File: src/rtl/uart_rx.sv
// uart_rx -- oversampling UART receiver.
//
// Purpose:
//   Receives asynchronous serial frames: start bit, DATA_BITS data bits
//   (LSB first), an optional even-parity bit, and one stop bit. The line is
//   sampled once per bit period, in the middle of the bit. Timing is set by
//   an external baud_tick strobe running at OVERSAMPLE times the baud rate.
//
// Parameters:
//   OVERSAMPLE  baud_tick pulses per bit period (even, >= 4)
//   DATA_BITS   data bits per frame
//
// Ports:
//   clk         system clock; all state changes on its rising edge
//   rst         asynchronous active-high reset
//   baud_tick   one-clk strobe at OVERSAMPLE x baud
//   rx          serial input, idle high, asynchronous to clk
//   rx_data     last correctly received word
//   rx_done     one-clk pulse when rx_data has been updated
//   rx_busy     high while a frame is being received
//   frame_err   one-clk pulse when the stop bit is sampled low
//   parity_err  one-clk pulse on a parity mismatch (tied low without parity)
//
// Build option:
//   UART_RX_PARITY_EN  when defined, adds a PARITY state that checks even
//                      parity over the data bits.

module uart_rx #(
   parameter int OVERSAMPLE = 8,
   parameter int DATA_BITS  = 8
) (
   input  logic                 clk,
   input  logic                 rst,
   input  logic                 baud_tick,
   input  logic                 rx,
   output logic [DATA_BITS-1:0] rx_data,
   output logic                 rx_done,
   output logic                 rx_busy,
   output logic                 frame_err,
   output logic                 parity_err
);

   localparam int TICK_W = $clog2(OVERSAMPLE);
   localparam int BIT_W  = (DATA_BITS > 1) ? $clog2(DATA_BITS) : 1;

   localparam logic [TICK_W-1:0] TICK_HALF = TICK_W'(OVERSAMPLE / 2 - 1);
   localparam logic [TICK_W-1:0] TICK_LAST = TICK_W'(OVERSAMPLE - 1);
   localparam logic [BIT_W-1:0]  BIT_LAST  = BIT_W'(DATA_BITS - 1);

   typedef enum logic [2:0] {
      IDLE,
      START,
      DATA,
`ifdef UART_RX_PARITY_EN
      PARITY,
`endif
      STOP
   } state_t;

   // Two-flop synchronizer; both flops preset to the idle (high) level so
   // reset does not fake a start bit.
   logic meta_q, meta_d;
   logic rx_s_q, rx_s_d;

   always_comb begin
      meta_d = rx;
      rx_s_d = meta_q;
   end

   always_ff @(posedge clk or posedge rst) begin
      if (rst) begin
         meta_q <= 1'b1;
         rx_s_q <= 1'b1;
      end else begin
         meta_q <= meta_d;
         rx_s_q <= rx_s_d;
      end
   end

   state_t               state_q, state_d;
   logic [TICK_W-1:0]    tick_q, tick_d;
   logic [BIT_W-1:0]     bit_q, bit_d;
   logic [DATA_BITS-1:0] shift_q, shift_d;
   logic [DATA_BITS-1:0] data_q, data_d;
   logic                 done_q, done_d;
   logic                 ferr_q, ferr_d;
`ifdef UART_RX_PARITY_EN
   logic                 perr_q, perr_d;
   logic                 par_bad_q, par_bad_d;   // parity mismatch seen this frame
`endif

   always_comb begin
      state_d = state_q;
      tick_d  = tick_q;
      bit_d   = bit_q;
      shift_d = shift_q;
      data_d  = data_q;
      done_d  = 1'b0;
      ferr_d  = 1'b0;
`ifdef UART_RX_PARITY_EN
      perr_d    = 1'b0;
      par_bad_d = par_bad_q;
`endif
      if (baud_tick) begin
         case (state_q)
            IDLE: begin
               if (!rx_s_q) begin
                  state_d = START;
                  tick_d  = '0;
               end
            end
            START: begin
               // Re-check the line half a bit in to reject glitches.
               if (tick_q == TICK_HALF) begin
                  if (rx_s_q) begin
                     state_d = IDLE;
                  end else begin
                     state_d = DATA;
                     tick_d  = '0;
                     bit_d   = '0;
                  end
               end else begin
                  tick_d = tick_q + 1'b1;
               end
            end
            DATA: begin
               if (tick_q == TICK_LAST) begin
                  tick_d  = '0;
                  shift_d = shift_q >> 1;
                  shift_d[DATA_BITS-1] = rx_s_q;
                  if (bit_q == BIT_LAST) begin
`ifdef UART_RX_PARITY_EN
                     state_d = PARITY;
`else
                     state_d = STOP;
`endif
                  end else begin
                     bit_d = bit_q + 1'b1;
                  end
               end else begin
                  tick_d = tick_q + 1'b1;
               end
            end
`ifdef UART_RX_PARITY_EN
            PARITY: begin
               if (tick_q == TICK_LAST) begin
                  tick_d    = '0;
                  // Even parity: data bits XOR parity bit must be 0.
                  par_bad_d = rx_s_q ^ (^shift_q);
                  state_d   = STOP;
               end else begin
                  tick_d = tick_q + 1'b1;
               end
            end
`endif
            STOP: begin
               if (tick_q == TICK_LAST) begin
                  tick_d  = '0;
                  state_d = IDLE;
                  if (!rx_s_q) begin
                     ferr_d = 1'b1;
`ifdef UART_RX_PARITY_EN
                  end else if (par_bad_q) begin
                     perr_d = 1'b1;
`endif
                  end else begin
                     done_d = 1'b1;
                     data_d = shift_q;
                  end
               end else begin
                  tick_d = tick_q + 1'b1;
               end
            end
            default: state_d = IDLE;
         endcase
      end
   end

   always_ff @(posedge clk or posedge rst) begin
      if (rst) begin
         state_q <= IDLE;
         tick_q  <= '0;
         bit_q   <= '0;
         shift_q <= '0;
         data_q  <= '0;
         done_q  <= 1'b0;
         ferr_q  <= 1'b0;
`ifdef UART_RX_PARITY_EN
         perr_q    <= 1'b0;
         par_bad_q <= 1'b0;
`endif
      end else begin
         state_q <= state_d;
         tick_q  <= tick_d;
         bit_q   <= bit_d;
         shift_q <= shift_d;
         data_q  <= data_d;
         done_q  <= done_d;
         ferr_q  <= ferr_d;
`ifdef UART_RX_PARITY_EN
         perr_q    <= perr_d;
         par_bad_q <= par_bad_d;
`endif
      end
   end

   assign rx_data   = data_q;
   assign rx_done   = done_q;
   assign frame_err = ferr_q;
   assign rx_busy   = (state_q != IDLE);
`ifdef UART_RX_PARITY_EN
   assign parity_err = perr_q;
`else
   assign parity_err = 1'b0;
`endif

endmodule
File: config.mk
export PLATFORM = sky130hd
export DESIGN_NAME = uart_rx
export DESIGN_NICKNAME = d
export VERILOG_FILES = /design/src/rtl/uart_rx.sv
export SDC_FILE = /design/constraint.sdc
export NUM_CORES = 1
export LEC_CHECK = 0
export BUFFER_PORTS_ARGS = -buffer_cell sky130_fd_sc_hd__buf_2
export CELL_PAD_IN_SITES_DETAIL_PLACEMENT = 0
export CELL_PAD_IN_SITES_GLOBAL_PLACEMENT = 1
export CORE_MARGIN = 2
export CORE_UTILIZATION = 34
export CTS_BUF_LIST = sky130_fd_sc_hd__clkbuf_4
export DETAILED_ROUTE_END_ITERATION = 10
export PLACE_DENSITY = 0.69
export SETUP_SLACK_MARGIN = 0.15
export SKIP_LAST_GASP = 1
export SLEW_MARGIN = 5
export SYNTH_ARGS = -nofsm -noshare
export SYNTH_HDL_FRONTEND = slang
export SYNTH_SLANG_ARGS = --single-unit
File: constraint.sdc
create_clock -name clk -period 4.8 [get_ports clk]
set_input_delay 0.24 -clock clk [delete_from_list [all_inputs] [get_ports clk]]
set_output_delay 0.24 -clock clk [all_outputs]
set_load 0.01 [all_outputs]
Word level (Yosys, flattened, before mapping). Cells that the tools add are included. Widths: inputs -> output; s select.

Bits in registers: 29. Input port bits: 4. Output and inout port bits: 12. Word-level logic and storage cells: 58.

$add $sub $neg: 2. Equality and inequality tests: 13. Mux-type cells: 24. Reductions and logical operators: 10.

Operators by type and width (count): $mux 3 (12); $ne 2x2->1 const B (7); $pmux 3 s4 (1); $reduce_and 6->1 (2); $eq 3x2->1 const B (3); $pmux 3 s3 (1); $mux 1 (8); $add 3x1->3 const B (2); $eq 3x3->1 const B (2); $pmux 3 s2 (1); $reduce_bool 3->1 (2); $reduce_and 4->1 (1); $eq 3x1->1 const B (1); $logic_not 3->1 (1); $reduce_and 3->1 (1); $mux 2 (1); $reduce_and 2->1 (1); $reduce_bool 2->1 (1); $reduce_or 2->1 (1).

Logic depth before layout (Yosys ltp). Gate-level depths: netlist (run 1).

Word-level depth: 4. Depth in mapped cells: 5. Mapped depth without buffers: 5.

Least setup slack after synthesis (run 1). OpenSTA, ideal clock, no wires.

Path kind: reg2reg. From: register tick_q[0]. To: register bit_q[0]. Arrival: 1645 ps. Data required time: 4675 ps. Setup slack: 3030 ps. Stages on the path, launching flop included: 6. Clock period less this slack: 1770 ps. Path through: dfrtp_1 > ha_1 > ha_1 > or3b_4 > o2111ai_2 > mux2_4.

Cells in the longest elaborated chain, start to end: 3. Elaborated cells between the ends (all ways): 5. Those cells by class: eq/ne (4); reduce/logical (1).

Ends and longest elaborated chain: start, declared (line 81) `logic [TICK_W-1:0] tick_q, tick_d;`; start signal, assigned (line 194) `tick_q <= tick_d;`; $eq 3x3->1 / $eq 3x2->1 (equally long branches) (line 127, 114); $ne 2x2->1 (no line); $reduce_and 6->1 (no line) (*); end signal, assigned (line 195) `bit_q <= bit_d;`; end, declared (line 82) `logic [BIT_W-1:0] bit_q, bit_d;`.

Every way passes the cells marked *; elsewhere a longest branch is shown, timed or not. A chain may end at the register's enable or synchronous reset.

Worst setup path in the final report (run 1). Same ends and word-level chain as after synthesis.

==> metrics.md, run 1 <==
| Metric | Value |
|---|---|
| Count of state elements after synthesis | 28 |
| Pleak | 0.000812 µW |
| Final WL | 1.92 mm |
| Tot Pwr | 568 µW |
| Post-CTS Setup Repair Bufs | 0 |
| Share of cells above drive strength 1 | 32.7% |
| Max Slew Vio Count | 0 |
| Post-synth top area share | 48.6% |
| Port Buffers | 14 |
| EDFF count, synth | 0 |
| Die Area | 4460 µm² |
| Starting Density | 36.1% |
| Antenna violations before repair | 0 |
| Iter 0 DRT Violations | 41 |
| Via density | 4.68 |
| WHS | 0.127 ns |
| Worst Hold Class | in2async |
| DR DRC count | 0 |
| Post-Syn Area per Cell | 13.7 µm² |
| Post-Synth Simple-Gate Area | 14.1% |
| Slew @ Worst Pin | 1.03 ns |
| Sequential area share after synthesis | 52.5% |
| CP Class | reg2reg |
| TNS Setup | 0 ns |
| Core Area | 3720 µm² |
| Achievable Freq | 0.542 GHz |
| Adder and majority gate portion of the synthesized area | 5.60% |
| Clk_lat worst skew | 0.33 ns |
| Synth area leader | dfrtp_1 |
| Synthesized cell area | 1340 µm² |
| CTS H-tree depth | 1 |
| Status | completed |
| # IOs | 16 |
| Skew final | 0.0155 ns |
| Max-cap violations | 0 |
| CP most frequent cell | ha_1 |
| Post-layout util | 39.9% |
| CP required | 5.04 ns |
| Post-CTS Resized | 0 |
| CP Cell Sequence | ha_1, ha_1, or3b_4, o2111ai_2, mux2_4 |
| Detail Placement HPWL | 1.38 mm |
| Final hold violations | 0 |
| Pre-Repair DR Iteration Count | 4 |
| Final Cycle Share | 38.4% |
| Buf+Inv Stages, Crit Path | 0 |
| YS warnings | 0 |
| TritonCTS clock tree | done |
| Number of distinct library cells after synthesis | 33 |
| Max Root-Sink Buffers | 2 |
| Post-Synthesis Net Count | 108 |
| Nets | 124 |
| Ranking of synthesized cells by area | dfrtp_1, mux2_4, mux2_1 |
| FF-to-FF setup slack | 2.96 ns |
| Largest net degree at the start of global routing | 29 |
| Layout fillers | 373 |
| ANT cells | 0 |
| Area Growth Syn to Fin | 10.6% |
| Clock sink count | 28 |
| Routability Congestion | 0.716 |
| Die X | 66.8 µm |
| Ys async rst share | 100% |
| Wire per inst | 11.9 µm |
| Crit start category | flop |
| RSZ-0062 raised after global routing | no |
| Final setup viols | 0 |
| Crit Path Max Fanout | 4 |
| Xor/xnor share of the synthesized area | 0% |
| Post-route ant nets | 0 |
| Vias in the first global route | 765 |
| Slowest stage cell, crit path | dfrtp_1 |
| GRT Total Usage | 10.7% |
| Site Rows | 22 |
| CP arrival | 2.08 ns |
| Portion of netlist area occupied by mux cells | 20.5% |
| Delay-heaviest family, CP | adder cells |
| CTS buffer count | 3 |
| First-pass GRT wire length | 3.60 mm |
| Compound-Gate Fraction of Synth Area | 3.17% |
| Remaining Overflow, GRT | 0 |
| Ys flop type | dfrtp_1 |
| Root Buffer | clkbuf_4 |
| Peak VDD IR | 0.121 mV |
| Clk slew on worst S/H paths | 0.15 ns |
| Via Count | 753 |
| Hold buffers post-CTS | 1 |
| Die height | 66.8 µm |
| Power Density | 384 nW/µm² |
| Mapped Cells | 98 |
| CP Capture Type | flop |
| Slowest stage delay, CP | 0.42 ns |
| Relative slew slack | 31.1% |
| Min cycle time layout | 1.84 ns |
| Main combinational cell family by area after synthesis | multiplexers |
==> cell families after synthesis <==
| logic type | after synthesis |
|---|---|
| AO/OA/AOI/OAI | 5 |
| adder cells (fa/ha/maj) | 6 |
| buffers and inverters | 10 |
| flip-flops | 28 |
| multiplexers | 22 |
| other | 1 |
| AND/OR/NAND/NOR | 26 |
==> per-layer routing <==
layer,share of wire (%),up-vias,wire [µm],GRT usage (%)
met3,3.7,4,72,3.55
met2,46,9,882,16.5
met4,1.5,0,28,3.06
li1,-,366,-,-
met5,0,-,0,0
met1,49,374,939,14.2
==> registers in the layout, indices dropped and copies added, names as in the netlist <==
| name | cells |
|---|---|
| bit_q | 3 |
| frame_err | 1 |
| meta_q | 1 |
| rx_data | 8 |
| rx_done | 1 |
| rx_s_q | 1 |
| shift_q | 8 |
| state_q | 2 |
| tick_q | 3 |
==> final cells by class <==
| class | instances | area [µm²] | area share (%) |
|---|---|---|---|
| Clock buffer | 4 | 30.0 | 2.03 |
| Inverter | 6 | 22.5 | 1.52 |
| Multi-Input combinational cell | 60 | 586 | 39.5 |
| Sequential cell | 28 | 703 | 47.5 |
| Tap cell | 48 | 60.1 | 4.05 |
| Timing Repair Buffer | 15 | 80.1 | 5.41 |
==> report_power, final <==
group / internal (µW) / total (µW) / switching [µW]
logic: 81.5 / 152 / 70.6
registers: 268 / 312 / 44.3
clock network: 38.2 / 104 / 66.1
==> metrics by stage <==
| step | setup slack (ns) | cell area (µm²) | cells |
|---|---|---|---|
| after global placement | 2.99 | 1440 | 156 |
| after CTS | 2.94 | 1480 | 161 |
| after global routing | 2.85 | 1480 | 161 |
| after floorplan | 3.03 | 1340 | 98 |
| final | 2.96 | 1480 | 161 |
| after detailed placement | 2.96 | 1440 | 156 |
==> final timing paths <==
path | from | end | cells past startpoint
max in group asynchronous | rst | shift_q[7] | 2
min reg2reg | meta_q | rx_s_q | 0
min | rst | rx_data[1] | 2
min in group clk | baud_tick | state_q[0] | 3
max reg2reg | tick_q[0] | bit_q[0] | 5
max | tick_q[0] | bit_q[0] | 5
==> cell usage in the layout (no fill, tap or decap), types with 2 or more instances in the layout <==
cell type,n
nand2_1,7
mux2_4,9
inv_1,6
nand4_1,2
mux2_1,8
ha_1,6
dfrtp_1,26
clkbuf_4,4
buf_2,14
nor2b_1,2
dfstp_2,2
a31oi_1,2
mux2i_1,5
==> synth_stat cells (2+ instances only) <==
cell	instances
nand4_1	2
ha_1	6
nand2_1	7
dfrtp_1	26
inv_1	6
mux2i_1	5
mux2_1	8
a31oi_1	2
nor2b_1	2
buf_2	2
dfstp_2	2
mux2_4	9
Power figures use the tool's default switching activity.
==> run 2, diff against run 1 <==
==> constraint.sdc (replaced) <==
create_clock -name clk -period 1.8 [get_ports clk]
set_input_delay 0.09 -clock clk [delete_from_list [all_inputs] [get_ports clk]]
set_output_delay 0.09 -clock clk [all_outputs]
set_load 0.01 [all_outputs]
==> run 2 against run 1 <==
  * Clock skew shrank 0.0087 ns
  * Count of clock-buffer cells in the layout shrank 1
  * First-iteration DRC count shrank 12%
  * Final cell count grew 6.8%
  * Combinational power grew to 3.8 times the previous value
  * Cell area grew 12%
  * Sequential share of layout area shrank 5.0 points
  * Via count grew 8.4%
  * Critical path depth is the same
  * Clock power grew to 4.0 times the previous value
  * Worst setup slack lost 2.9 ns
  * Register-to-register slack lost 2.9 ns
  * Largest cell class unchanged
  * Highest routed layer unchanged
==> metrics.md, run 2 (synthesis gave the netlist of run 1 again) <==
| Metric | Value |
|---|---|
| CP required | 2.04 ns |
| First-pass GRT wire length | 3.82 mm |
| CP Capture Type | flop |
| Wire per inst | 13.3 µm |
| DP Worst Slack | 0.0629 ns |
| Max Root-Sink Buffers | 2 |
| Length in cells of the worst reg-to-reg path | 5 |
| ANT cells | 0 |
| CTS buffer count | 3 |
| Final setup viols | 0 |
| Pre-Repair DR Iteration Count | 4 |
| Status | completed |
| Clk network pwr share | 22.4% |
| Antenna violations before repair | 0 |
| Die Area | 4460 µm² |
| GRT Total Usage | 11.6% |
| Via Count | 816 |
| Die height | 66.8 µm |
| Slew @ Worst Pin | 0.640 ns |
| Final WL | 2.29 mm |
| Peak VDD IR | 0.379 mV |
| Setup WS post-layout | 0.0829 ns |
| Reg power frac | 46.3% |
| Nets | 135 |
| Clock sink count | 28 |
| Remaining Overflow, GRT | 0 |
| Post-route ant nets | 0 |
| Post-layout util | 44.5% |
| Port Buffers | 14 |
| Hold_sp | baud_tick |
| Min cycle time layout | 1.72 ns |
| Power Density | 1110 nW/µm² |
| Tot Pwr | 1840 µW |
| DR DRC count | 0 |
| Final hold violations | 0 |
| CTS H-tree depth | 1 |
| Cell depth of the worst hold path | 3 |
| Internal power | 1270 µW |
| Via density | 4.74 |
| Detail Placement HPWL | 1.51 mm |
| Clk_lat worst skew | 0.33 ns |
| Area used by multi-input combinational logic | 654 µm² |
| Switching pwr | 573 µW |
| Skew final | 0.00674 ns |
| Starting Density | 36.1% |
| Die X | 66.8 µm |
| Final Cycle Share | 95.4% |
| Max-cap violations | 0 |
| Vias in the first global route | 801 |
| Comb pwr share | 31.3% |
| RSZ-0062 raised after global routing | yes |
| Commonest non-fill, non-tap cell in the layout | dfrtp_1 |
| Core Area | 3720 µm² |
| # IOs | 16 |
| Routability Congestion | 0.738 |
| Worst Hold Class | in2reg |
| Sequential cell area | 703 µm² |
| Relative slew slack | 57.3% |
| FF-to-FF setup slack | 0.08 ns |
| Crit start category | flop |
| CP Class | reg2reg |
| Area Growth Syn to Fin | 23.4% |
| Reg2reg start | tick_q[0] |
| Design area | 1650 µm² |
| Share of cells above drive strength 1 | 41.9% |
| CP arrival | 1.95 ns |
| Largest net degree at the start of global routing | 18 |
| Site Rows | 22 |
| Placed inst area | 1510 µm² |
| Achievable Freq | 0.582 GHz |
| Clk slew on worst S/H paths | 0.15 ns |
| Sw Ratio | 31.1% |
| Iter 0 DRT Violations | 36 |
| Commonest non-fill, non-tap cells in the layout | dfrtp_1, buf_2, mux2_4 |
| TritonCTS clock tree | done |
| Crit Path Max Fanout | 3 |
| Layout fillers | 358 |
| R2R Path End | bit_q[0] |
| Pleak | 0.000879 µW |
| Max Slew Vio Count | 0 |
| Hold Path Sink | state_q[0] |
| TNS Setup | 0 ns |
| Root Buffer | clkbuf_4 |
run 2: power by group through the flow:
stage	clock (µW)	combinational, µW	sequential [µW]
2_1_floorplan	0	467	792
3_3_place_gp	0	485	843
3_5_place_dp	0	494	847
4_1_cts	427	559	840
5_1_grt	451	640	869
6_report	412	576	850
run 2: layer usage:
| metal | part of all wire [%] | vias up | track usage (%) |
|---|---|---|---|
| met5 | 0 | - | 0 |
| met4 | 1.5 | 0 | 6.89 |
| met3 | 1.9 | 2 | 1.69 |
| met2 | 49 | 11 | 17.5 |
| met1 | 47 | 408 | 15.6 |
| li1 | - | 395 | - |
run 2: cell type report:
cell class	instances	area share, %
Timing Repair Buffer	25	9.76
Clock inverter	1	1.82
Clock buffer	3	1.36
Tap cell	48	3.63
Sequential cell	28	42.5
Multi-Input combinational cell	61	39.6
Inverter	6	1.36
run 2: worst max path at each step:
stage,start,to,cells past startpoint
6_report,tick_q[0],bit_q[0],5
5_1_grt,tick_q[1],bit_q[0],5
4_1_cts,tick_q[0],bit_q[0],5
3_5_place_dp,tick_q[0],bit_q[0],5
3_3_place_gp,tick_q[0],bit_q[0],5
2_1_floorplan,tick_q[0],bit_q[0],5
run 2: through the flow:
stage / cells / hold WS, ns
2_1_floorplan: 98 / 0.0945
3_3_place_gp: 159 / 0.197
3_5_place_dp: 159 / 0.196
4_1_cts: 170 / 0.124
5_1_grt: 172 / 0.121
6_report: 172 / 0.133
run 2: what timing repair did:
action,in CTS,in global routing
endpoints found under the hold margin,14,0
gates cloned,0,1
hold buffers,2,0
gates resized for setup,2,1
setup endpoints to repair,1,21
pin swaps,4,2
setup buffers,5,1
run 2: worst max-delay path, cell delays in order, from the launching register on:
cell and delay [ns]:
dfrtp_1 0.44, ha_4 0.19, ha_4 0.15, or3b_4 0.40, o2111ai_4 0.12, mux2_4 0.32
